--- config.mk ---
export PLATFORM = sky130hd
export DESIGN_NAME = r5p_bus_arb_flat
export DESIGN_NICKNAME = d
export VERILOG_FILES = /design/src/rtl/r5p_bus_arb_if.sv /design/src/rtl/r5p_bus_arb.sv /design/src/flat_wrapper.sv
export SDC_FILE = /design/constraint.sdc
export NUM_CORES = 1
export LEC_CHECK = 0
export BUFFER_PORTS_ARGS = -buffer_cell sky130_fd_sc_hd__buf_2
export CORE_AREA = 2 2 122 124
export CTS_CLUSTER_DIAMETER = 40
export DETAILED_ROUTE_END_ITERATION = 7
export DIE_AREA = 0 0 124 126
export PLACE_DENSITY = 0.7
export SETUP_SLACK_MARGIN = 0.3
export SYNTH_ARGS = -nofsm -noshare
export SYNTH_HDL_FRONTEND = slang
export SYNTH_SLANG_ARGS = --single-unit
--- constraint.sdc ---
create_clock -name clk -period 3.2 [get_ports clk]
set_input_delay 0.32 -clock clk [delete_from_list [all_inputs] [get_ports clk]]
set_output_delay 0.32 -clock clk [all_outputs]
set_load 0.02 [all_outputs]
--- src/rtl/r5p_bus_arb_if.sv ---
// r5p single-port bus: request fields from master, ready/read data back.
// Read data is valid the cycle after a read transfer.
interface r5p_bus_arb_if #(
  parameter int AW = 32,
  parameter int DW = 32
);
  localparam int BW = DW / 8;

  logic          vld;
  logic          wen;
  logic [AW-1:0] adr;
  logic [BW-1:0] ben;
  logic [DW-1:0] wdt;
  logic [DW-1:0] rdt;
  logic          rdy;

  modport master (
    output vld, wen, adr, ben, wdt,
    input  rdt, rdy
  );

  modport slave (
    input  vld, wen, adr, ben, wdt,
    output rdt, rdy
  );
endinterface

--- src/rtl/r5p_bus_arb.sv ---
// r5p 2:1 bus arbiter: IF and LS share one memory bus.
// Grant holds through stalls; read data returns to its owner.
module r5p_bus_arb #(
  parameter int    AW     = 32,
  parameter int    DW     = 32,
  parameter string POLICY = "FIXED",
  parameter int    STARVE = 8
) (
  input logic             clk,
  input logic             rst,
  r5p_bus_arb_if.slave    if_bus,
  r5p_bus_arb_if.slave    ls_bus,
  r5p_bus_arb_if.master   m_bus
);
  localparam bit RR    = (POLICY == "RR");
  localparam bit GUARD = !RR && (STARVE > 0);
  localparam int SW    = (STARVE > 0) ? $clog2(STARVE + 1) : 1;
  localparam logic [SW-1:0] SMAX = SW'(STARVE);

  typedef enum logic {
    P_IF = 1'b0,
    P_LS = 1'b1
  } port_e;

  port_e          sel;
  logic           req;
  logic           xfer;
  logic           starved;

  logic           lock_q, lock_d;
  port_e          lock_sel_q, lock_sel_d;
  port_e          prio_q, prio_d;
  logic [SW-1:0]  starve_q, starve_d;
  logic           rsp_vld_q, rsp_vld_d;
  port_e          rsp_sel_q, rsp_sel_d;
  logic [DW-1:0]  if_hold_q, if_hold_d;
  logic [DW-1:0]  ls_hold_q, ls_hold_d;

  always_comb begin
    starved = GUARD && if_bus.vld && (starve_q == SMAX);

    sel = P_LS;
    if (lock_q) begin
      sel = lock_sel_q;
    end else if (starved) begin
      sel = P_IF;
    end else if (if_bus.vld && ls_bus.vld) begin
      sel = RR ? prio_q : P_LS;
    end else if (if_bus.vld) begin
      sel = P_IF;
    end

    req  = (sel == P_LS) ? ls_bus.vld : if_bus.vld;
    xfer = req && m_bus.rdy;

    // A stalled request pins the grant until it completes.
    lock_d     = lock_q;
    lock_sel_d = lock_sel_q;
    if (xfer) begin
      lock_d = 1'b0;
    end else if (req) begin
      lock_d     = 1'b1;
      lock_sel_d = sel;
    end

    prio_d = prio_q;
    if (RR && xfer) begin
      prio_d = (sel == P_IF) ? P_LS : P_IF;
    end

    starve_d = '0;
    if (GUARD && if_bus.vld && !(xfer && sel == P_IF)) begin
      starve_d = (starve_q == SMAX) ? starve_q : starve_q + SW'(1);
    end

    rsp_vld_d = xfer && !m_bus.wen;
    rsp_sel_d = sel;

    if_hold_d = if_hold_q;
    ls_hold_d = ls_hold_q;
    if (rsp_vld_q && rsp_sel_q == P_IF) begin
      if_hold_d = m_bus.rdt;
    end
    if (rsp_vld_q && rsp_sel_q == P_LS) begin
      ls_hold_d = m_bus.rdt;
    end
  end

  assign m_bus.vld = req;
  assign m_bus.wen = (sel == P_LS) ? ls_bus.wen : if_bus.wen;
  assign m_bus.adr = (sel == P_LS) ? ls_bus.adr : if_bus.adr;
  assign m_bus.ben = (sel == P_LS) ? ls_bus.ben : if_bus.ben;
  assign m_bus.wdt = (sel == P_LS) ? ls_bus.wdt : if_bus.wdt;

  assign if_bus.rdy = (sel == P_IF) && xfer;
  assign ls_bus.rdy = (sel == P_LS) && xfer;
  assign if_bus.rdt = if_hold_d;
  assign ls_bus.rdt = ls_hold_d;

  always_ff @(posedge clk or posedge rst) begin
    if (rst) begin
      lock_q     <= 1'b0;
      lock_sel_q <= P_LS;
      prio_q     <= P_LS;
      starve_q   <= '0;
      rsp_vld_q  <= 1'b0;
      rsp_sel_q  <= P_LS;
      if_hold_q  <= '0;
      ls_hold_q  <= '0;
    end else begin
      lock_q     <= lock_d;
      lock_sel_q <= lock_sel_d;
      prio_q     <= prio_d;
      starve_q   <= starve_d;
      rsp_vld_q  <= rsp_vld_d;
      rsp_sel_q  <= rsp_sel_d;
      if_hold_q  <= if_hold_d;
      ls_hold_q  <= ls_hold_d;
    end
  end
endmodule
--- src/flat_wrapper.sv ---
// flat-port wrapper written by rule: the top's interface ports become plain ports
module r5p_bus_arb_flat 
#(
  parameter int    AW     = 32,
  parameter int    DW     = 32,
  parameter string POLICY = "     ",
  parameter int    STARVE = 8
)
  (clk, rst, if_bus_vld, if_bus_wen, if_bus_adr, if_bus_ben, if_bus_wdt, if_bus_rdt, if_bus_rdy, ls_bus_vld, ls_bus_wen, ls_bus_adr, ls_bus_ben, ls_bus_wdt, ls_bus_rdt, ls_bus_rdy, m_bus_vld, m_bus_wen, m_bus_adr, m_bus_ben, m_bus_wdt, m_bus_rdt, m_bus_rdy);
  r5p_bus_arb_if #(.AW(AW), .DW(DW)) if_bus_i ();
  r5p_bus_arb_if #(.AW(AW), .DW(DW)) ls_bus_i ();
  r5p_bus_arb_if #(.AW(AW), .DW(DW)) m_bus_i ();
  input logic clk;
  input logic rst;
  input wire logic [$bits(if_bus_i.vld)-1:0] if_bus_vld;
  input wire logic [$bits(if_bus_i.wen)-1:0] if_bus_wen;
  input wire logic [$bits(if_bus_i.adr)-1:0] if_bus_adr;
  input wire logic [$bits(if_bus_i.ben)-1:0] if_bus_ben;
  input wire logic [$bits(if_bus_i.wdt)-1:0] if_bus_wdt;
  output wire logic [$bits(if_bus_i.rdt)-1:0] if_bus_rdt;
  output wire logic [$bits(if_bus_i.rdy)-1:0] if_bus_rdy;
  input wire logic [$bits(ls_bus_i.vld)-1:0] ls_bus_vld;
  input wire logic [$bits(ls_bus_i.wen)-1:0] ls_bus_wen;
  input wire logic [$bits(ls_bus_i.adr)-1:0] ls_bus_adr;
  input wire logic [$bits(ls_bus_i.ben)-1:0] ls_bus_ben;
  input wire logic [$bits(ls_bus_i.wdt)-1:0] ls_bus_wdt;
  output wire logic [$bits(ls_bus_i.rdt)-1:0] ls_bus_rdt;
  output wire logic [$bits(ls_bus_i.rdy)-1:0] ls_bus_rdy;
  output wire logic [$bits(m_bus_i.vld)-1:0] m_bus_vld;
  output wire logic [$bits(m_bus_i.wen)-1:0] m_bus_wen;
  output wire logic [$bits(m_bus_i.adr)-1:0] m_bus_adr;
  output wire logic [$bits(m_bus_i.ben)-1:0] m_bus_ben;
  output wire logic [$bits(m_bus_i.wdt)-1:0] m_bus_wdt;
  input wire logic [$bits(m_bus_i.rdt)-1:0] m_bus_rdt;
  input wire logic [$bits(m_bus_i.rdy)-1:0] m_bus_rdy;
  assign if_bus_i.vld = if_bus_vld;
  assign if_bus_i.wen = if_bus_wen;
  assign if_bus_i.adr = if_bus_adr;
  assign if_bus_i.ben = if_bus_ben;
  assign if_bus_i.wdt = if_bus_wdt;
  assign if_bus_rdt = if_bus_i.rdt;
  assign if_bus_rdy = if_bus_i.rdy;
  assign ls_bus_i.vld = ls_bus_vld;
  assign ls_bus_i.wen = ls_bus_wen;
  assign ls_bus_i.adr = ls_bus_adr;
  assign ls_bus_i.ben = ls_bus_ben;
  assign ls_bus_i.wdt = ls_bus_wdt;
  assign ls_bus_rdt = ls_bus_i.rdt;
  assign ls_bus_rdy = ls_bus_i.rdy;
  assign m_bus_vld = m_bus_i.vld;
  assign m_bus_wen = m_bus_i.wen;
  assign m_bus_adr = m_bus_i.adr;
  assign m_bus_ben = m_bus_i.ben;
  assign m_bus_wdt = m_bus_i.wdt;
  assign m_bus_i.rdt = m_bus_rdt;
  assign m_bus_i.rdy = m_bus_rdy;
  r5p_bus_arb #(.AW(AW), .DW(DW), .POLICY(POLICY), .STARVE(STARVE)) u_core (.clk(clk), .rst(rst), .if_bus(if_bus_i), .ls_bus(ls_bus_i), .m_bus(m_bus_i));
endmodule
# Word-level counts from Yosys, hierarchy flattened

Cells that the tools add are included.
Widths: inputs -> output; s select.

Register bits after elaboration: 72
Output and inout port bits: 136
Word-level logic and storage cells: 41

$add $sub $neg: 1
Eq/ne operators: 2
Mux-type cells: 15
Bitwise logic cells: 3
Reductions and logical operators: 13

Operator list:

| operator            | count |
|---|---|
| $mux 32             | 4 |
| $mux 4              | 3 |
| $logic_and 1x1->1   | 9 |
| $mux 1              | 8 |
| $add 4x1->4 const B | 1 |
| $eq 4x4->1 const B  | 1 |
| $not 1->1           | 3 |
| $logic_not 1->1     | 2 |
| $ne 2x2->1 const B  | 1 |
| $reduce_and 2->1    | 1 |
| $reduce_bool 2->1   | 1 |

# Longest topological paths before layout

Gate-level depths: netlist of the first run.

Depth in word-level cells: 10
Depth in mapped cells: 7
Gate-level depth less buffers: 6

# Worst setup path before layout of the first run

Ideal clock, no wire load.

Path type: reg-to-output
Start: register u_core.starve_q[0]
End: output port m_bus_adr[0]
Data arrival time: 1.603 ns
Setup slack: 1.277 ns
Stages on the path, launching flop included: 8
Cells stage by stage: dfrtp_1 > inv_1 > ha_1 > and3b_1 > o21ai_4 > nand2_4 > buf_6 > mux2_4

Cells in the longest elaborated chain, start to end: 5

Ends and longest elaborated chain:

| what                     | RTL line           | text |
|---|---|---|
| start: declaration       | r5p_bus_arb.sv:33  | `logic [SW-1:0] starve_q, starve_d;` |
| start signal: assignment | r5p_bus_arb.sv:114 | `starve_q <= starve_d;` |
| $eq 4x4->1               | r5p_bus_arb.sv:40  | `starved = GUARD && if_bus.vld && (starve_q == SMAX);` |
| $logic_and 1x1->1        | r5p_bus_arb.sv:40  |  |
| $mux 1                   | r5p_bus_arb.sv:45  | `end else if (starved) begin` |
| $mux 1                   | r5p_bus_arb.sv:43  | `if (lock_q) begin` |
| $mux 32                  | r5p_bus_arb.sv:91  | `assign m_bus.adr = (sel == P_LS) ? ls_bus.adr : if_bus.adr;` |
| end: declaration         | flat_wrapper.sv:31 | `output wire logic [$bits(m_bus_i.adr)-1:0] m_bus_adr;` |

No other way between the ends.

# Worst setup path after layout of the first run

Start: register u_core.starve_q[0]
End: output port m_bus_wdt[28]

Cells in the longest elaborated chain, start to end: 5

Ends and longest elaborated chain:

| what              | RTL line           | text |
|---|---|---|
| $eq 4x4->1        | r5p_bus_arb.sv:40  |  |
| $logic_and 1x1->1 | r5p_bus_arb.sv:40  |  |
| $mux 1            | r5p_bus_arb.sv:45  |  |
| $mux 1            | r5p_bus_arb.sv:43  |  |
| $mux 32           | r5p_bus_arb.sv:93  | `assign m_bus.wdt = (sel == P_LS) ? ls_bus.wdt : if_bus.wdt;` |
| end: declaration  | flat_wrapper.sv:33 | `output wire logic [$bits(m_bus_i.wdt)-1:0] m_bus_wdt;` |

No other way between the ends.

==> results of run 1 <==
-- how the worst max path moves through the flow --
stage / from / to / slack, ps
2_1_floorplan: rst / u_core.if_hold_q[0]$_DFF_PP0_ / 1060
3_3_place_gp: u_core.starve_q[0]$_DFFE_PP0P_ / m_bus_wdt[28] / 850
3_5_place_dp: u_core.starve_q[0]$_DFFE_PP0P_ / m_bus_wdt[28] / 800
4_1_cts: u_core.starve_q[0]$_DFFE_PP0P_ / m_bus_wdt[28] / 440
5_1_grt: u_core.starve_q[0]$_DFFE_PP0P_ / m_bus_wdt[28] / 340
6_report: u_core.starve_q[0]$_DFFE_PP0P_ / m_bus_wdt[28] / 470
-- metal layers --
metal	wire length [um]	up-vias	global-route usage
li1	-	1586	-
met1	6060	1628	0.220
met2	7040	159	0.304
met3	1890	6	0.116
met4	70	0	0.0264
met5	0	-	0
-- logic make-up after synthesis --
family / count (synthesis)
mux: 133
flops: 72
simple gates: 23
buf+inv: 21
compound gates: 16
xor+xnor: 3
fa+ha+maj: 2
-- stage by stage --
step / hold slack [ps] / cell area, um^2 / std cells / worst slack [ps]
finish: 230 / 6050 / 772 / 465
global route: 220 / 6050 / 771 / 342
CTS: 211 / 6050 / 771 / 443
detailed placement: 477 / 5720 / 755 / 803
global placement: 471 / 5720 / 755 / 846
floorplan: 428 / 3970 / 270 / 1060
-- power by group through the flow --
stage / clock, mW / sequential [mW] / combinational (mW)
final: 1.14 / 1.45 / 2.60
after global routing: 1.22 / 1.49 / 2.78
after CTS: 1.17 / 1.45 / 2.63
after detailed placement: 0 / 1.46 / 2.63
after global placement: 0 / 1.43 / 2.60
after floorplan: 0 / 1.42 / 1.81
-- cells in the mapped netlist (3+ instances only) --
library cell	n
buf_1	3
buf_6	7
dfrtp_1	70
mux2_2	63
o21ai_0	3
buf_2	3
nand2_1	5
inv_1	6
a21oi_1	8
mux2_4	68
nor2_1	5
nor2b_1	4
-- layout make-up --
cell class,instances,share of cell area
flip-flops and latches,72,0.298
diodes,1,0.000413
well taps,184,0.0380
inverters,6,0.00372
clock inverters,5,0.0172
repair buffers,316,0.268
clock buffers,11,0.0384
multi-input cells,177,0.336
-- cells in the final DEF, fill, tap and decap left out, drive strengths merged, types with 2 or more instances in the layout --
cell    instances
buf           316
mux2          133
dfrtp          70
clkbuf         11
a21oi           8
inv             7
nand2           6
nor2            5
nor2b           4
o21ai           4
bufinv          3
nand3b          2
xnor2           2
ha              2
dfstp           2
nand2b          2
-- registers in the layout, indices dropped and copies added (netlist names) --
name and cells:
u_core.ls_hold_q 32, u_core.rsp_vld_q 1, u_core.rsp_sel_q 1, u_core.lock_q 1
u_core.starve_q 4, u_core.lock_sel_q 1, u_core.if_hold_q 32
-- worst reg2reg max path: stages, from the launching register on --
cell     delay, ps
dfrtp_1        390
inv_1           90
ha_1           160
and3b_1        300
o21ai_4         90
nand2_4         90
buf_4          430
inv_1          100
==> metrics, run 1 <==
Comb power frac 0.502; status finished, final reports clean; die area ~16000 um^2; Cell Rows 44; setup TNS 0 ps; max-cap violation count 0; DP Wirelength 12700 um; power per cell area 855 nW/um^2; grt total ovfl 0; reg2reg path depth 7; GP Congestion 0.894; multiplexer share of the synthesized area 0.441; global-route wire length before repair between 20000 and 25000 um; total area of sequential cells 1800 um^2; min-delay worst type in -> reg; EDFF count, synth 0; Seq pwr share 0.279; min Tclk post-route around 2700 ps; CP arrival 2410 ps; mean post-synth cell area 14.7 um^2; clock skew 8.47 ps; cts bufs inserted 9; Switch Pwr 1.98 mW; Initial Utilization 0.278; post-cts resize count 0; Leakage between 3 and 4 nW; final-report max-slew violation count 0; Net Sw Frac 0.383; Root Buffer clkbuf_16; xor/xnor share of the synthesized area 0.00661; hold path startpoint m_bus_rdy; slowest stage cell on the critical path buf_4; Layout fillers 1370; Post-Synth Simple-Gate Area 0.0318; Routed WL per cell around 20 um; Nets about 760; setup violators final 0; Total Power ~5.2 mW; routed vias/inst 4.38; Hold-fix buffers, CTS 0; worst-path fanout max 29; area leader, netlist dfrtp_1; final core utilization 0.423; Final ANT Viol Nets 0; Routed WL ~15000 um; Post-Syn Area 3970 um^2; sequential share of the synthesized area 0.454; Main synth FF type dfrtp_1; drt drc 0; final hold vios 0; routed vias 3379; reg2reg end u_core.rsp_sel_q$_DFF_PP1_; Mapped Nets between 400 and 500; fmax ~0.37 GHz; Worst-Margin Slew approximately 900 ps; Yosys cell types 30; core area 14300 um^2; clk_lat worst skew roughly 330 ps; Critical Path RT between 2000 and 3000 ps; max incr delay on CP roughly 430 ps; Worst Setup Start Kind flop; CP Cell Sequence inv_1 > ha_1 > and3b_1 > o21ai_4 > nand2_4 > buf_4 > mux2_4 > buf_2; stages on the worst setup path 8; Post-CTS Repair Setup Buffers 0; slew margin rel. 0.392; IO Port Bufs 310; Clk pin slew, worst setup/hold paths ~60 ps; Starting DRT DRC Count between 100 and 150; Adder-Cell Fraction of Synth Area 0.00630; RSZ-0062 raised after global routing false; R2R Setup Slk 1440 ps; largest net degree at the start of global routing 73; worst path buffer plus inverter count 3; # IOs between 300 and 400; main combinational cell family by area after synthesis multiplexers; Area contributors post-synth dfrtp_1 44%, mux2_4 26%, mux2_2 18%; Post-Syn Instances 270; RR Startpoint u_core.starve_q[0]$_DFFE_PP0P_; share of flip-flops with an asynchronous set or reset 1.00; cell count of the worst hold path 2; Final Cycle Share 0.855; Max VDD drop ~0.42 mV; GR Util All Layers 0.189; count of state elements after synthesis 72; vias in the first global route 3616; CTS sink count 72; die width 124 um; share of cells above drive strength 1 0.796; clock group share of total power 0.219; initial antenna violation count 1; Clock Path Buffers 2; Cell Int Power 3.20 mW; worst hold endpoint u_core.lock_q$_DFFE_PP0P_; # H-tree levels 3; Yosys top cell area share 0.441; number of synthesis warnings 0; CP top delay family buffers and inverters; Compound-Gate Fraction of Synth Area 0.0261; endpoint class of the critical path output pin; Area Overhead vs Synth 52.4%; die span in y 126 um; CTS tree yes; DRT Pass-1 Iters 4; Multi-input gate area between 2000 and 2500 um^2; Worst Setup Path Type reg -> out
No activity file was read; power rests on OpenSTA's default activity.
==> inputs of run 2 (changes only) <==
ABC_AREA = 1   (was default)
PLACE_DENSITY = 0.68   (was 0.7)
==> metrics, run 2 <==
main combinational cell family by area after synthesis simple AND/OR/NAND/NOR gates; DP Wirelength 10900 um; grt met1 use 0.210; core area about 14000 um^2; reg2reg path depth 10; Max VDD drop 0.374 mV; area leader, netlist dfrtp_1; IO Port Bufs 310; max-cap violation count 0; Clk pin slew, worst setup/hold paths 60 ps; Post-Synth Simple-Gate Area 0.318; die span in y between 100 and 150 um; Final ANT Viol Nets 0; cts bufs inserted 9; Layout fillers 1555; Switch Pwr approximately 3 mW; total area of sequential cells roughly 1800 um^2; Initial Utilization 0.257; dpl cells 985; CTS sink count around 70; Final Cycle Share 0.854; Worst-Margin Slew 1000 ps; routing usage on met3 0.0507; Non-Filler Instances 1002; setup violators final 0; min Tclk post-route 2730 ps; routed vias ~4100; min-delay worst type in -> async; setup TNS 0 ps; reg2reg end u_core.rsp_vld_q$_DFF_PP0_; sequential share of the synthesized area 0.490; largest net degree at the start of global routing 64; die width 124 um; die area 15600 um^2; drt drc 0; Synth top cells by count 275 x nand2_1, 70 x dfrtp_1, 65 x o21ai_0; final-report max-slew violation count 0; CTS tree yes; Post-Syn Instances 512; clock group share of total power 0.173; Main synth FF type dfrtp_1; Clock Path Buffers 2; # H-tree levels 3; Yosys cell types 23; Leakage 3.55 nW; DRT Pass-1 Iters 4; Cell Int Power approximately 3.1 mW; xor/xnor share of the synthesized area 0.00714; global-route wire length before repair ~20000 um; GR Util All Layers 0.169; power per cell area 1070 nW/um^2; RR Startpoint u_core.starve_q[0]$_DFFE_PP0P_; Post-Syn Area 3680 um^2; share of flip-flops with an asynchronous set or reset 1.00; Adder-Cell Fraction of Synth Area 0.00680; share of cells above drive strength 1 0.427; # IOs between 300 and 400; Compound-Gate Fraction of Synth Area 0.0912; Routed WL 13600 um; status finished, final reports clean; final core utilization 0.399; Yosys top cell area share 0.476; vias in the first global route 3912; Nets around 1000; commonest non-fill, non-tap cell in the layout buf_2; mean post-synth cell area 7.18 um^2; multiplexer share of the synthesized area 0; Area contributors post-synth dfrtp_1 48%, nand2_1 28%, o21ai_0 8.8%; endpoint class of the critical path output pin; Total Power 6.10 mW; Multi-input gate area about 1600 um^2; Cell Rows 44; most frequent cells in the layout 310 x buf_2, 273 x nand2_1, 70 x dfrtp_1; Comb power frac 0.587; Critical Path RT 2880 ps; clock skew roughly 5 ps; Worst Setup Start Kind flop; RSZ-0062 raised after global routing false; final hold vios 0; initial antenna violation count 1; grt total ovfl 0; most numerous cell in the Yosys netlist nand2_1; GP Congestion around 0.91; clk_lat worst skew 320 ps; R2R Setup Slk 1340 ps; worst-path fanout max 38; Root Buffer clkbuf_16; CP arrival 2410 ps; Mapped Nets about 690; routed vias/inst 4.13; Net Sw Frac 0.493; Worst Setup Path Type reg -> out; slew margin rel. 0.329; Routed WL per cell 13.5 um; Starting DRT DRC Count 138; global routing usage on met2 0.282; Area Overhead vs Synth 55.4%; count of state elements after synthesis 72; number of synthesis warnings 0; Hold-fix buffers, CTS 0; EDFF count, synth 0; Seq pwr share 0.240; GR peak layer met2; fmax 0.366 GHz; Fin Hold WS 146 ps; top flop regs u_core.if_hold_q (32), u_core.ls_hold_q (32), u_core.starve_q (4)
==> run 2: changes by cell type after synthesis, moves of 3 or more <==
| cell | change |
|---|---|
| a21oi_1 | -8 |
| buf_1 | -3 |
| buf_2 | +3 |
| buf_4 | +7 |
| buf_6 | -6 |
| clkbuf_1 | +10 |
| inv_1 | +38 |
| mux2_2 | -63 |
| mux2_4 | -68 |
| nand2_1 | +270 |
| nand2_2 | +5 |
| nor2b_1 | -4 |
| o21ai_0 | +62 |
==> run 2: cell type report <==
type                       instances  area share
clock inverter                     7      0.0166
antenna                            1    0.000438
timing repair buffer             315       0.283
multi-input combinational        367       0.273
clock buffer                       9      0.0394
inverter                          47      0.0313
sequential                        72       0.316
tap                              184      0.0403
==> run 2: layer usage <==
metal	up-vias	part of all wire
met3	16	0.093
met1	1777	0.43
li1	2164	-
met5	-	0
met2	180	0.47
met4	0	0.013
==> run 2: power by group through the flow <==
stage / combinational, mW / sequential (mW) / clock, mW
after floorplan: 2.36 / 1.45 / 0
final: 3.58 / 1.47 / 1.06
after global placement: 3.58 / 1.46 / 0
after detailed placement: 3.63 / 1.48 / 0
after CTS: 3.64 / 1.47 / 1.09
after global routing: 3.95 / 1.51 / 1.12
==> run 2: worst max path at each step <==
stage,from,to,slack [ps],cells past startpoint
detailed placement,u_core.starve_q[0]$_DFFE_PP0P_,m_bus_ben[3],800,11
CTS,u_core.starve_q[0]$_DFFE_PP0P_,m_bus_ben[3],430,11
global placement,u_core.starve_q[0]$_DFFE_PP0P_,m_bus_ben[3],820,11
global route,u_core.starve_q[0]$_DFFE_PP0P_,m_bus_ben[3],300,11
floorplan,rst,u_core.if_hold_q[0]$_DFF_PP0_,1060,1
finish,u_core.starve_q[0]$_DFFE_PP0P_,m_bus_ben[3],470,11
==> run 2: per-stage QoR <==
step | setup WS [ps] | cell area, um^2
after CTS | 429 | 5710
after floorplan | 1060 | 3680
after global placement | 823 | 5390
after detailed placement | 800 | 5390
final | 468 | 5720
after global routing | 303 | 5710
==> run 2: kinds of logic (layout without fill, tap and decap cells) <==
group	count (synthesis)	in the layout
other	0	1
adder cells (fa/ha/maj)	2	2
buffers and inverters	73	378
XOR/XNOR	3	3
AO/OA/AOI/OAI	67	67
AND/OR/NAND/NOR	295	295
flip-flops	72	72
==> run 2: timing repair <==
item / in CTS / in global routing
buffers inserted: 0 / 0
hold endpoints to repair: 0 / 0
endpoints found under the setup margin: 0 / 1
resized for setup: 0 / 1
==> run 2: critical path, cell delays in order, from the launching register on <==
cell	delay [ps]
dfrtp_1	400
inv_1	60
ha_1	220
nand3_4	110
nand2_2	70
nand2_4	70
nand2_4	160
inv_4	360
buf_12	240
nand2_1	110
nand2_1	80
buf_2	160
==> inputs of run 3 (changes only) <==
PLACE_DENSITY = default   (was 0.68)
==> metrics, run 3 (synthesis results as in run 2) <==
status finished, final reports clean; endpoint class of the critical path output pin; most frequent cells in the layout 310 x buf_2, 273 x nand2_1, 70 x dfrtp_1; Final ANT Viol Nets 0; min-delay worst type in -> async; reg2reg path depth 10; routed vias around 4200; RSZ-0062 raised after global routing false; final-report max-slew violation count 0; Leakage approximately 3.6 nW; GP Congestion 0.862; vias in the first global route 4058; largest net degree at the start of global routing 72; Area Overhead vs Synth 55.0%; CTS sink count 72; reg2reg end u_core.starve_q[3]$_DFFE_PP0P_; Routed WL 14500 um; worst path buffer plus inverter count 3; die width 124 um; max incr delay on CP 420 ps; power per cell area 1070 nW/um^2; R2R Setup Slk 1200 ps; top flop regs u_core.if_hold_q (32), u_core.ls_hold_q (32), u_core.starve_q (4); Cell Rows 44; Clock Path Buffers 2; Starting DRT DRC Count 181; final core utilization 0.398; core area 14300 um^2; global-route wire length before repair 21800 um; slowest stage cell on the critical path dfrtp_1; Worst Setup Start Kind flop; # IOs 311; cts bufs inserted 9; Worst-Margin Slew roughly 1000 ps; die area ~16000 um^2; IO Port Bufs 310; fmax roughly 0.38 GHz; Clk pin slew, worst setup/hold paths ~60 ps; CP top delay family simple AND/OR/NAND/NOR gates; Max VDD drop 0.338 mV; dpl cells around 990; CTS tree yes; die span in y about 130 um; DP Wirelength between 10000 and 15000 um; Hold-fix buffers, CTS 0; # H-tree levels 3; worst-path fanout max 31; RR Startpoint u_core.starve_q[0]$_DFFE_PP0P_; Total Power 6.11 mW; GR Util All Layers 0.183; Initial Utilization 0.257; Fin Hold WS 123 ps; Final Cycle Share 0.829; slew margin rel. 0.340; Root Buffer clkbuf_16; commonest non-fill, non-tap cell in the layout buf_2; Worst Setup Path Type reg -> out; routed vias/inst 4.18; Non-Filler Instances 1002; setup TNS 0 ps; DRT Pass-1 Iters 4; final hold vios 0; CP arrival roughly 2300 ps; drt drc 0; share of cells above drive strength 1 0.427; Routed WL per cell 14.5 um; Critical Path RT between 2000 and 3000 ps; initial antenna violation count 1; clk_lat worst skew 330 ps; CP Cell Sequence inv_1 > ha_1 > nand3_4 > nand2_2 > nand2_4 > nand2_4 > buf_4 > nand2_1 > nand2_1 > buf_2; min Tclk post-route 2650 ps; grt total ovfl 0; Nets 989; setup violators final 0; max-cap violation count 0; clock skew 6.67 ps
==> run 3: changes by cell type in the layout (fill, tap and decap cells not counted) <==
cell and change:
buf_4 +2, buf_12 -1, buf_6 -1, inv_4 -1, inv_6 +1
==> run 3: metrics by stage <==
step	instance area [um^2]	worst slack, ps
global placement	5380	770
global route	5700	357
detailed placement	5380	735
finish	5700	548
CTS	5700	367
floorplan	3680	1060
==> run 3: worst max path at each step <==
stage	start	end	slack, ps	cells after the start
5_1_grt	u_core.starve_q[0]$_DFFE_PP0P_	m_bus_adr[29]	360	10
2_1_floorplan	rst	u_core.if_hold_q[0]$_DFF_PP0_	1060	1
6_report	u_core.starve_q[0]$_DFFE_PP0P_	m_bus_adr[29]	550	10
3_5_place_dp	u_core.starve_q[0]$_DFFE_PP0P_	m_bus_adr[24]	740	10
4_1_cts	u_core.starve_q[0]$_DFFE_PP0P_	m_bus_adr[24]	370	10
3_3_place_gp	u_core.starve_q[0]$_DFFE_PP0P_	m_bus_wen	770	10
==> run 3: power breakdown <==
group	internal, mW	switching (mW)	leakage (nW)	total (mW)
clock	0.683	0.373	0.156	1.06
sequential	1.35	0.118	0.879	1.46
combinational	1.05	2.54	2.52	3.59
total	3.08	3.03	3.55	6.11
==> run 3: area by class of cell <==
class                      count  area [um^2]
timing repair buffer         315         1600
sequential                    72         1800
multi-input combinational    367         1560
antenna                        1         2.50
fill                        1563         8610
clock inverter                 7         95.1
tap                          184          230
clock buffer                   9          225
inverter                      47          181
==> run 3: metal layers <==
metal / GRT usage / routed length (um) / up-vias
li1: - / - / 2160
met1: 0.225 / 6020 / 1812
met2: 0.304 / 6870 / 196
met3: 0.0571 / 1260 / 21
met4: 0.0575 / 325 / 2
met5: 0 / 16 / -
==> run 3: repair_timing <==
item,4_1_cts,5_1_grt
buffers inserted,0,0
setup endpoints to repair,0,52
gates resized for setup,0,1
